<file path="src/rtl/pool_pkg.sv">
`default_nettype none
// ============================================================================
// Module   : pool_pkg
// Purpose  : Shared constants for the 2x2 max-pooling engine.
// Revision : 1.0
// ============================================================================
package pool_pkg;

    localparam logic [17:0] c_ofmap_base = 18'd131072;
    localparam logic [17:0] c_pool_base  = 18'd196608;

    localparam int c_chnl_w  = 4;
    localparam int c_coord_w = 5;
    localparam int c_state_w = 5;

    localparam logic [c_state_w-1:0] c_st_idle  = 5'b00001;
    localparam logic [c_state_w-1:0] c_st_rd    = 5'b00010;
    localparam logic [c_state_w-1:0] c_st_drain = 5'b00100;
    localparam logic [c_state_w-1:0] c_st_wr    = 5'b01000;
    localparam logic [c_state_w-1:0] c_st_done  = 5'b10000;

    localparam logic [1:0] c_win_00 = 2'd0;
    localparam logic [1:0] c_win_01 = 2'd1;
    localparam logic [1:0] c_win_11 = 2'd3;

endpackage
`default_nettype wire

</file>
<file path="src/rtl/pool_max_unit.sv">
`default_nettype none
// ============================================================================
// Module   : pool_max_unit
// Purpose  : Signed running-maximum register with clear/load/update controls.
// Revision : 1.0
// ============================================================================
module pool_max_unit
    import pool_pkg::*;
#(
    parameter int DATA_WIDTH = 32
) (
    input  logic                  clk,
    input  logic                  srstn,
    input  logic                  clear,
    input  logic                  load,
    input  logic                  update,
    input  logic [DATA_WIDTH-1:0] din,
    output logic [DATA_WIDTH-1:0] max_val
);

    logic [DATA_WIDTH-1:0] r_max;

    always_ff @(posedge clk or negedge srstn) begin
        if (!srstn) begin
            r_max <= '0;
        end else if (clear) begin
            r_max <= '0;
        end else if (load) begin
            r_max <= din;
        end else if (update && ($signed(din) > $signed(r_max))) begin
            r_max <= din;
        end
    end

    assign max_val = r_max;

endmodule
`default_nettype wire

</file>
<file path="src/rtl/pool_ctrl.sv">
`default_nettype none
// ============================================================================
// Module   : pool_ctrl
// Purpose  : 2x2 stride-2 max-pooling engine over a DRAM-resident feature map.
// Revision : 1.0
// ============================================================================
module pool_ctrl
    import pool_pkg::*;
#(
    parameter int                    DATA_WIDTH = 32,
    parameter int                    ADDR_WIDTH = 18,
    parameter logic [ADDR_WIDTH-1:0] OFMAP_BASE = c_ofmap_base,
    parameter logic [ADDR_WIDTH-1:0] POOL_BASE  = c_pool_base
) (
    input  logic                  clk,
    input  logic                  srstn,
    input  logic                  enable,
    input  logic [4:0]            num_chnl,
    input  logic [5:0]            ofmap_height,
    input  logic [5:0]            ofmap_width,
    output logic                  dram_en_rd,
    output logic [ADDR_WIDTH-1:0] addr_in,
    input  logic [DATA_WIDTH-1:0] data_in,
    output logic                  dram_en_wr,
    output logic [ADDR_WIDTH-1:0] addr_out,
    output logic [DATA_WIDTH-1:0] data_out,
    output logic                  done,
    output logic                  busy
);

    logic [c_state_w-1:0] r_state;
    logic [c_state_w-1:0] w_state_nxt;

    logic [4:0]           r_nchnl;
    logic [c_coord_w-1:0] r_ph;
    logic [c_coord_w-1:0] r_pw;
    logic [c_chnl_w-1:0]  r_c;
    logic [c_coord_w-1:0] r_py;
    logic [c_coord_w-1:0] r_px;
    logic [1:0]           r_cnt_win;

    logic                  w_start;
    logic                  w_zero;
    logic                  w_last_px;
    logic                  w_last_py;
    logic                  w_last_win;
    logic [c_coord_w-1:0]  w_y;
    logic [c_coord_w-1:0]  w_x;
    logic                  w_max_load;
    logic                  w_max_update;
    logic [DATA_WIDTH-1:0] w_max;

    assign w_start    = (r_state == c_st_idle) && enable;
    assign w_zero     = (num_chnl == 5'd0) || (ofmap_height < 6'd2) || (ofmap_width < 6'd2);
    assign w_last_px  = (r_px == r_pw - 5'd1);
    assign w_last_py  = (r_py == r_ph - 5'd1);
    assign w_last_win = ({1'b0, r_c} == r_nchnl - 5'd1) && w_last_py && w_last_px;

    // Window sample (y,x) = (2py + win[1], 2px + win[0])
    assign w_y = r_py + r_py + {4'd0, r_cnt_win[1]};
    assign w_x = r_px + r_px + {4'd0, r_cnt_win[0]};

    always_ff @(posedge clk or negedge srstn) begin
        if (!srstn) begin
            r_state <= c_st_idle;
        end else begin
            r_state <= w_state_nxt;
        end
    end

    always_comb begin
        w_state_nxt = r_state;
        dram_en_rd  = 1'b0;
        addr_in     = '0;
        dram_en_wr  = 1'b0;
        addr_out    = '0;
        data_out    = '0;
        done        = 1'b0;
        busy        = 1'b1;
        case (r_state)
            c_st_idle: begin
                busy = 1'b0;
                if (enable) begin
                    w_state_nxt = w_zero ? c_st_done : c_st_rd;
                end
            end
            c_st_rd: begin
                dram_en_rd = 1'b1;
                addr_in    = OFMAP_BASE + ADDR_WIDTH'({4'd0, r_c, w_y, w_x});
                if (r_cnt_win == c_win_11) begin
                    w_state_nxt = c_st_drain;
                end
            end
            c_st_drain: begin
                w_state_nxt = c_st_wr;
            end
            c_st_wr: begin
                dram_en_wr  = 1'b1;
                addr_out    = POOL_BASE + ADDR_WIDTH'({4'd0, r_c, r_py, r_px});
                data_out    = w_max;
                w_state_nxt = w_last_win ? c_st_done : c_st_rd;
            end
            c_st_done: begin
                done        = 1'b1;
                w_state_nxt = c_st_idle;
            end
            default: begin
                w_state_nxt = c_st_idle;
            end
        endcase
    end

    always_ff @(posedge clk or negedge srstn) begin
        if (!srstn) begin
            r_nchnl   <= '0;
            r_ph      <= '0;
            r_pw      <= '0;
            r_c       <= '0;
            r_py      <= '0;
            r_px      <= '0;
            r_cnt_win <= c_win_00;
        end else begin
            case (r_state)
                c_st_idle: begin
                    if (enable) begin
                        r_nchnl   <= num_chnl;
                        r_ph      <= 5'(ofmap_height >> 1);
                        r_pw      <= 5'(ofmap_width >> 1);
                        r_c       <= '0;
                        r_py      <= '0;
                        r_px      <= '0;
                        r_cnt_win <= c_win_00;
                    end
                end
                c_st_rd: begin
                    r_cnt_win <= r_cnt_win + 2'd1;
                end
                c_st_wr: begin
                    if (!w_last_win) begin
                        if (w_last_px) begin
                            r_px <= '0;
                            if (w_last_py) begin
                                r_py <= '0;
                                r_c  <= r_c + 4'd1;
                            end else begin
                                r_py <= r_py + 5'd1;
                            end
                        end else begin
                            r_px <= r_px + 5'd1;
                        end
                    end
                end
                default: begin
                end
            endcase
        end
    end

    // Read data lags the address by one cycle: sample 0 arrives while cnt_win==1,
    // and the last sample lands during DRAIN.
    assign w_max_load   = (r_state == c_st_rd) && (r_cnt_win == c_win_01);
    assign w_max_update = ((r_state == c_st_rd) && r_cnt_win[1]) || (r_state == c_st_drain);

    pool_max_unit #(
        .DATA_WIDTH (DATA_WIDTH)
    ) u_max (
        .clk     (clk),
        .srstn   (srstn),
        .clear   (w_start),
        .load    (w_max_load),
        .update  (w_max_update),
        .din     (data_in),
        .max_val (w_max)
    );

endmodule
`default_nettype wire

</file>
<file path="config.mk">
export PLATFORM = sky130hd
export DESIGN_NAME = pool_ctrl
export DESIGN_NICKNAME = d
export VERILOG_FILES = /design/src/rtl/pool_pkg.sv /design/src/rtl/pool_max_unit.sv /design/src/rtl/pool_ctrl.sv
export SDC_FILE = /design/constraint.sdc
export NUM_CORES = 1
export LEC_CHECK = 0
export CAP_MARGIN = 15
export CORE_ASPECT_RATIO = 1.25
export CORE_UTILIZATION = 45
export CTS_CLUSTER_DIAMETER = 30
export DETAILED_ROUTE_END_ITERATION = 10
export GPL_TIMING_DRIVEN = 0
export HOLD_SLACK_MARGIN = 0.05
export PLACE_DENSITY = 0.81
export SYNTH_ARGS = -nofsm -noshare
export SYNTH_HDL_FRONTEND = slang
export SYNTH_SLANG_ARGS = --single-unit
</file>
<file path="constraint.sdc">
create_clock -name clk -period 2.4 [get_ports clk]
set_clock_uncertainty 0.15 [all_clocks]
set_input_delay 0.24 -clock clk [delete_from_list [all_inputs] [get_ports clk]]
set_output_delay 0.24 -clock clk [all_outputs]
set_load 0.05 [all_outputs]
</file>
==> results of run 1 <==
[final cells by class]
type | instances | area [um^2]
Timing Repair Buffer | 141 | 1170
Buffer | 24 | 175
Inverter | 47 | 179
Multi-Input combinational cell | 366 | 2940
Fill cell | 799 | 3470
Tap cell | 129 | 161
Sequential cell | 68 | 1710
Clock buffer | 14 | 254
Clock inverter | 2 | 10.0
[path summary, 6_finish.rpt]
check                                        from  slack [ns]  cells past startpoint                 to
worst min-delay path                  data_in[31]        0.11                      3  u_max.max_val[31]
worst max-delay path            u_max.max_val[29]       -0.23                     12  u_max.max_val[22]
worst min register to register            r_pw[4]        0.38                      1            r_pw[4]
min in group asynchronous                   srstn        0.42                      2  u_max.max_val[24]
max in group asynchronous                   srstn        1.03                      2         r_state[4]
worst max register to register  u_max.max_val[29]       -0.23                     12  u_max.max_val[22]
[sequential cells by signal, indices dropped and copies added, names as in the netlist]
name / count
u_max.max_val: 32
r_nchnl: 5
r_ph: 5
r_pw: 5
r_px: 5
r_py: 5
r_state: 5
r_c: 4
r_cnt_win: 2
[worst register-to-register path: stages, from the launching register on]
cell and delay (ns):
dfrtp_1 0.37, inv_2 0.06, ha_1 0.29, nand4_1 0.16
buf_4 0.19, buf_4 0.14, nor4_4 0.26, nand3_1 0.15
o221ai_2 0.11, o2bb2ai_4 0.16, buf_6 0.16, buf_8 0.14
mux2i_1 0.22
[placed cells by master (no fill, tap or decap), drive strengths merged, types with 2 or more instances in the layout]
cell	Yosys	final
a211oi	3	3
a21boi	5	5
a21o	3	3
a21oi	20	20
a22o	3	3
and2	25	25
buf	16	96
clkbuf	9	28
clkdlybuf4s15	0	5
clkdlybuf4s50	0	43
clkinv	0	2
conb	1	5
dfrtp	67	67
dlygate4sd2	0	4
dlymetal6s2s	0	2
ha	40	40
inv	47	47
mux2	17	17
mux2i	32	32
nand2	49	49
nand3	19	19
nand3b	5	5
nand4	9	9
nor2	49	49
nor2b	3	3
nor3	8	8
nor3b	3	3
nor4	5	5
o21ai	14	14
o221ai	3	3
o2bb2ai	2	2
o31ai	5	5
or2	2	2
or3	3	3
or4	2	2
xnor2	13	13
xor2	7	7
[cell families after synthesis]
group / after synthesis / synth area share
multiplexers: 49 / 0.110
other: 1 / 0.000809
flip-flops: 68 / 0.367
adder cells (fa/ha/maj): 40 / 0.108
AND/OR/NAND/NOR: 185 / 0.203
buffers and inverters: 72 / 0.0707
AO/OA/AOI/OAI: 67 / 0.100
XOR/XNOR: 20 / 0.0394
[per-layer routing]
metal  vias up  part of all wire  track usage
met2       161              0.54        0.487
met4         0             0.039        0.148
li1       2027                 -            -
met1      2098              0.37        0.270
met5         -                 0            0
met3        46             0.047       0.0427
[stage by stage]
step	setup WS, ns	total power (W)	util	setup TNS (ns)	cells
2_1_floorplan	0.0256	0.00402	-	0	506
3_3_place_gp	-1.41	0.00458	0.595	-139.70	751
3_5_place_dp	-0.677	0.00474	0.594	-49.00	751
4_1_cts	-0.210	0.00662	0.640	-4.12	787
5_1_grt	-0.317	0.00734	0.655	-8.61	791
6_report	-0.230	0.00687	0.655	-5.28	791
[power by group through the flow]
stage	logic (W)	registers, W	clock network (W)
floorplan	0.00222	0.00180	0
global placement	0.00273	0.00185	0
detailed placement	0.00287	0.00187	0
CTS	0.00352	0.00188	0.00122
global route	0.00411	0.00195	0.00128
finish	0.00376	0.00190	0.00121
[what timing repair did]
action / in CTS / in global routing
endpoints found under the setup margin: 110 / 106
gates resized for setup: 365 / 74
gates cloned: 3 / 0
hold buffers: 1 / 0
hold endpoints to repair: 67 / 0
buffers inserted: 16 / 8
pin swaps: 12 / 14
==> reports/results.ini, run 1 <==
[run_status]
status = complete, but fails checks
violations = setup timing

[detailed_routing]
drtAntennaViolNets = 0
drtIter0Drc = 220
vias = 4332
first_pass_iters = 4
wire_per_inst_um = 16.9
routed_wl_um = 13300
drc = 0
vias_per_cell = 5.48

[sta]
fin_crit_sh = 1.10
slew_headroom = 0.407
setup_ws_ns = -0.230
finalSetupViolations = 32
worstMarginPinSlew_ns = 0.889
max_freq_mhz = 380
timing.final.max_slew_violations = 0
fin_crit_ns = 2.63
hold_violations = 0
hold-worst-slack_ns = 0.111
rsz0062_at_grt = true

[synth]
synth-seq-area-share = 0.367
yosys-top-cells-count = dfrtp_1, nor2_1, nand2_1
async_reset_ff_frac = 1.00
syn_avg_cell_area_um2 = 9.24
synth_edf_count = 0
ys_warn_count = 0
yosys.cell_count.top_type = dfrtp_1
yosysTopAreaCell = dfrtp_1
synth.distinct_cells = 62
synth-seq-cells = 68
ys.flop_type = dfrtp_1
synthCells = 502
ys_top_cells_by_area = dfrtp_1, ha_1, mux2i_1
synth_top_area_frac = 0.362
syn-cell-area_um2 = 4640

[clock_tree]
clk_latency_ns = 0.33
ctsHtreeMaxLevel = 3
cts_tree = built
clk_transition_reported_paths_ns = 0.06
cts.sinks = 68
root_buffer = clkbuf_16
cts_inserted_buffers = 9
cts.path.max_buffers = 2

[floorplanning]
core-area_um2 = 10100
io_pins = 124
std_cell_rows = 41
die_x_um = 92.8
dieHeight_um = 115
start_util = 0.461
die_area_um2 = 10700

[setup_path]
critical_path_required_ns = 2.49
path_max_fanout = 5
cp_slowest_stage_delay_ns = 0.37
cp_num_buf_inv = 5
cp.arrival_ns = 2.72
critPathTopFamily = buffers and inverters
crit_top_cell = buf_4
slowest_stage = dfrtp_1
crit_type = flop to flop
setup.worst_path.start_class = flop
critPathCaptureType = flop
cp_cell_sequence = inv_2 -> ha_1 -> nand4_1 -> buf_4 -> buf_4 -> nor4_4 -> nand3_1 -> o221ai_2 -> o2bb2ai_4 -> buf_6 -> buf_8 -> mux2i_1

[power_and_ir_drop]
p_leak_nw = 3.32
p_int_w = 0.00413
ir_drop_v = 0.000457
comb_power_share = 0.547
power_density_nw_per_um2 = 1040
clkPwrFrac = 0.176
p_seq_frac = 0.277
netSwitchingPower_w = 0.00273
switching_share = 0.398

[placement]
dp_hpwl_um = 8930
gp_congestion = 0.899
postPlaceCellArea_um2 = 5980
io_buffers = 116

[cells_and_area]
antenna_cells = 0
syn2layout_area_growth_pct = 42.1
final_area_um2 = 6590
drive_above_1_share = 0.304
fin_nets = 749

[worst_hold_path]
hold_class = primary input to flop

[global_route]
grt_first_pass_wirelength_um = 21500
grt_antenna_before_repair = 0
grt_max_degree = 69
grt_pass1_vias = 4566
track_usage = 0.259
grt_overflow_total = 0

[job]
cap_violations = 0

(Power assumes the default switching activity.)
==> inputs of run 2 (changes only) <==
CTS_CLUSTER_SIZE = 20   (was unset)
TNS_END_PERCENT = 5   (was unset)
==> run 2 against run 1 <==
Net effect:
- sequential power hardly changed
- worst hold slack got worse by 0.032 ns
- critical path depth is 1 lower
- non-clock buffer count shrank 4
- via count decreased by 2.1%
- first-iteration DRC count decreased by 16%
- die area unchanged
- the flow still finishes with violations (setup timing)
- largest power group unchanged
- fmax is 4.3% lower
- routed wire length down 4.0%
- critical path type is now primary input to flop
- cell area shrank 0.66%
- highest routed layer unchanged
- cell count shrank 0.51%
==> reports/results.ini, run 2 (synthesis results as in run 1) <==
[run_status]
status = complete, but fails checks
violations = setup timing

[power_and_ir_drop]
power_density_nw_per_um2 = 1020
finalPower_w = 0.00669
p_seq_frac = 0.282
comb_power_share = 0.538
p_leak_nw = 3.24
p_int_w = 0.00405
clkPwrFrac = 0.181
ir_drop_v = 0.000444
netSwitchingPower_w = 0.00263
switching_share = 0.394

[detailed_routing]
drtAntennaViolNets = 0
drc = 0
vias = 4241
first_pass_iters = 4
wire_per_inst_um = 16.3
vias_per_cell = 5.39
routed_wl_um = 12800
drtIter0Drc = 185

[floorplanning]
io_pins = 124
dieHeight_um = 115
core-area_um2 = 10100
std_cell_rows = 41
die_area_um2 = 10700
die_x_um = 92.8
start_util = 0.461

[worst_hold_path]
hold_class = primary input to flop
holdPathStages = 3
holdPathEnd = u_max.max_val[28]
hold_start = data_in[28]

[cells_and_area]
antenna_cells = 0
largest_reg_flops = 32
syn2layout_area_growth_pct = 41.1
fill_cells = 836
final_cell_mix = dfrtp_1, nor2_1, nand2_1
fin_nets = 745
final_common_cell = dfrtp_1
drive_above_1_share = 0.278
regArea_um2 = 1700
multi_input_area_um2 = 2830

[sta]
hold-worst-slack_ns = 0.0793
slew_headroom = 0.407
max_freq_mhz = 364
finalSetupViolations = 33
worstMarginPinSlew_ns = 0.889
setup_ws_ns = -0.348
fin_setup_tns_ns = -8.47
hold_violations = 0
fin_crit_ns = 2.75
fin_crit_sh = 1.14
rsz0062_at_grt = true
timing.final.max_slew_violations = 0

[setup_path]
r2r-end = u_max.max_val[29]
cp.arrival_ns = 2.84
critPathCaptureType = flop
slowest_stage = clkdlybuf4s50_1
startpoint = data_in[26]
r2r_start = u_max.max_val[26]
rr_worst_depth = 11
r2r_setup_slack_ns = -0.32
critPathTopFamily = buffers and inverters
setup.worst_path.start_class = primary input
cp_cell_sequence = clkdlybuf4s50_1 -> ha_4 -> nand4_1 -> nor2_1 -> a221o_1 -> a211oi_2 -> nand3_1 -> o2bb2ai_4 -> buf_6 -> clkbuf_16 -> mux2i_1
cp_num_buf_inv = 3
crit_type = primary input to flop
critical_path_required_ns = 2.49
path_max_fanout = 5
cp_slowest_stage_delay_ns = 0.55

[placement]
io_buffers = 116
pre_cts_slack_ns = -0.692
gp_congestion = 0.892
dp_hpwl_um = 8790

[global_route]
grt_pass1_vias = 4186
grt_overflow_total = 0
grt_first_pass_wirelength_um = 19400
grt_antenna_before_repair = 0
grt_max_degree = 69
track_usage = 0.230

[clock_tree]
cts_inserted_buffers = 9
cts.sinks = 68
cts.path.max_buffers = 2
clk_latency_ns = 0.33
ctsHtreeMaxLevel = 3
clk_transition_reported_paths_ns = 0.05
cts_tree = built
root_buffer = clkbuf_16

[job]
cap_violations = 0

run 2: power groups by stage:
| stage | clock, W | sequential [W] | combinational (W) |
|---|---|---|---|
| after floorplan | 0 | 0.00180 | 0.00222 |
| after global placement | 0 | 0.00185 | 0.00273 |
| after detailed placement | 0 | 0.00188 | 0.00287 |
| after CTS | 0.00122 | 0.00186 | 0.00304 |
| after global routing | 0.00128 | 0.00194 | 0.00392 |
| final | 0.00121 | 0.00189 | 0.00360 |
run 2: through the flow:
step	utilization	cells	instance area, um^2
2_1_floorplan	-	506	4650
3_3_place_gp	0.594	751	5980
3_5_place_dp	0.594	751	5970
4_1_cts	0.614	772	6170
5_1_grt	0.651	787	6540
6_report	0.651	787	6540
run 2: worst max path at each step:
stage | endpoint | slack (ns) | cells past startpoint
after floorplan | addr_in[10] | -0.08 | 5
after CTS | addr_in[4] | -0.23 | 6
final | u_max.max_val[29] | -0.35 | 11
after detailed placement | data_out[10] | -0.69 | 6
after global placement | r_pw[0] | -1.40 | 1
after global routing | u_max.max_val[29] | -0.45 | 11
run 2: worst reg2reg max path, stage by stage (launching register included):
cell       delay (ns)
dfrtp_1          0.37
inv_2            0.09
ha_4             0.20
nand4_1          0.22
nor2_1           0.09
a221o_1          0.34
a211oi_2         0.28
nand3_1          0.17
o2bb2ai_4        0.18
buf_6            0.16
clkbuf_16        0.15
mux2i_1          0.23
run 2: routing by layer:
layer  part of all wire  wire, um  vias to the layer above  global-route usage
li1                   -         -                     2013                   -
met1               0.39      4990                     2056               0.262
met2               0.53      6800                      141               0.426
met5                  0         0                        -                   0
met3              0.053       684                       31              0.0440
met4              0.026       331                        0              0.0810
run 2: area by class of cell:
cell class	instances	area share
Multi-Input combinational cell	366	0.432
Sequential cell	68	0.260
Timing Repair Buffer	136	0.185
Clock buffer	13	0.0382
Buffer	25	0.0298
Inverter	47	0.0273
Tap cell	129	0.0247
Clock inverter	3	0.00229
run 2: timing repair:
item                                   CTS  global route
endpoints found under the hold margin   67             0
gates cloned                             1             2
setup buffers                            3            13
pin swaps                                4            10
resized for setup                      299           143
setup endpoints to repair              107           107
hold buffers                             1             0
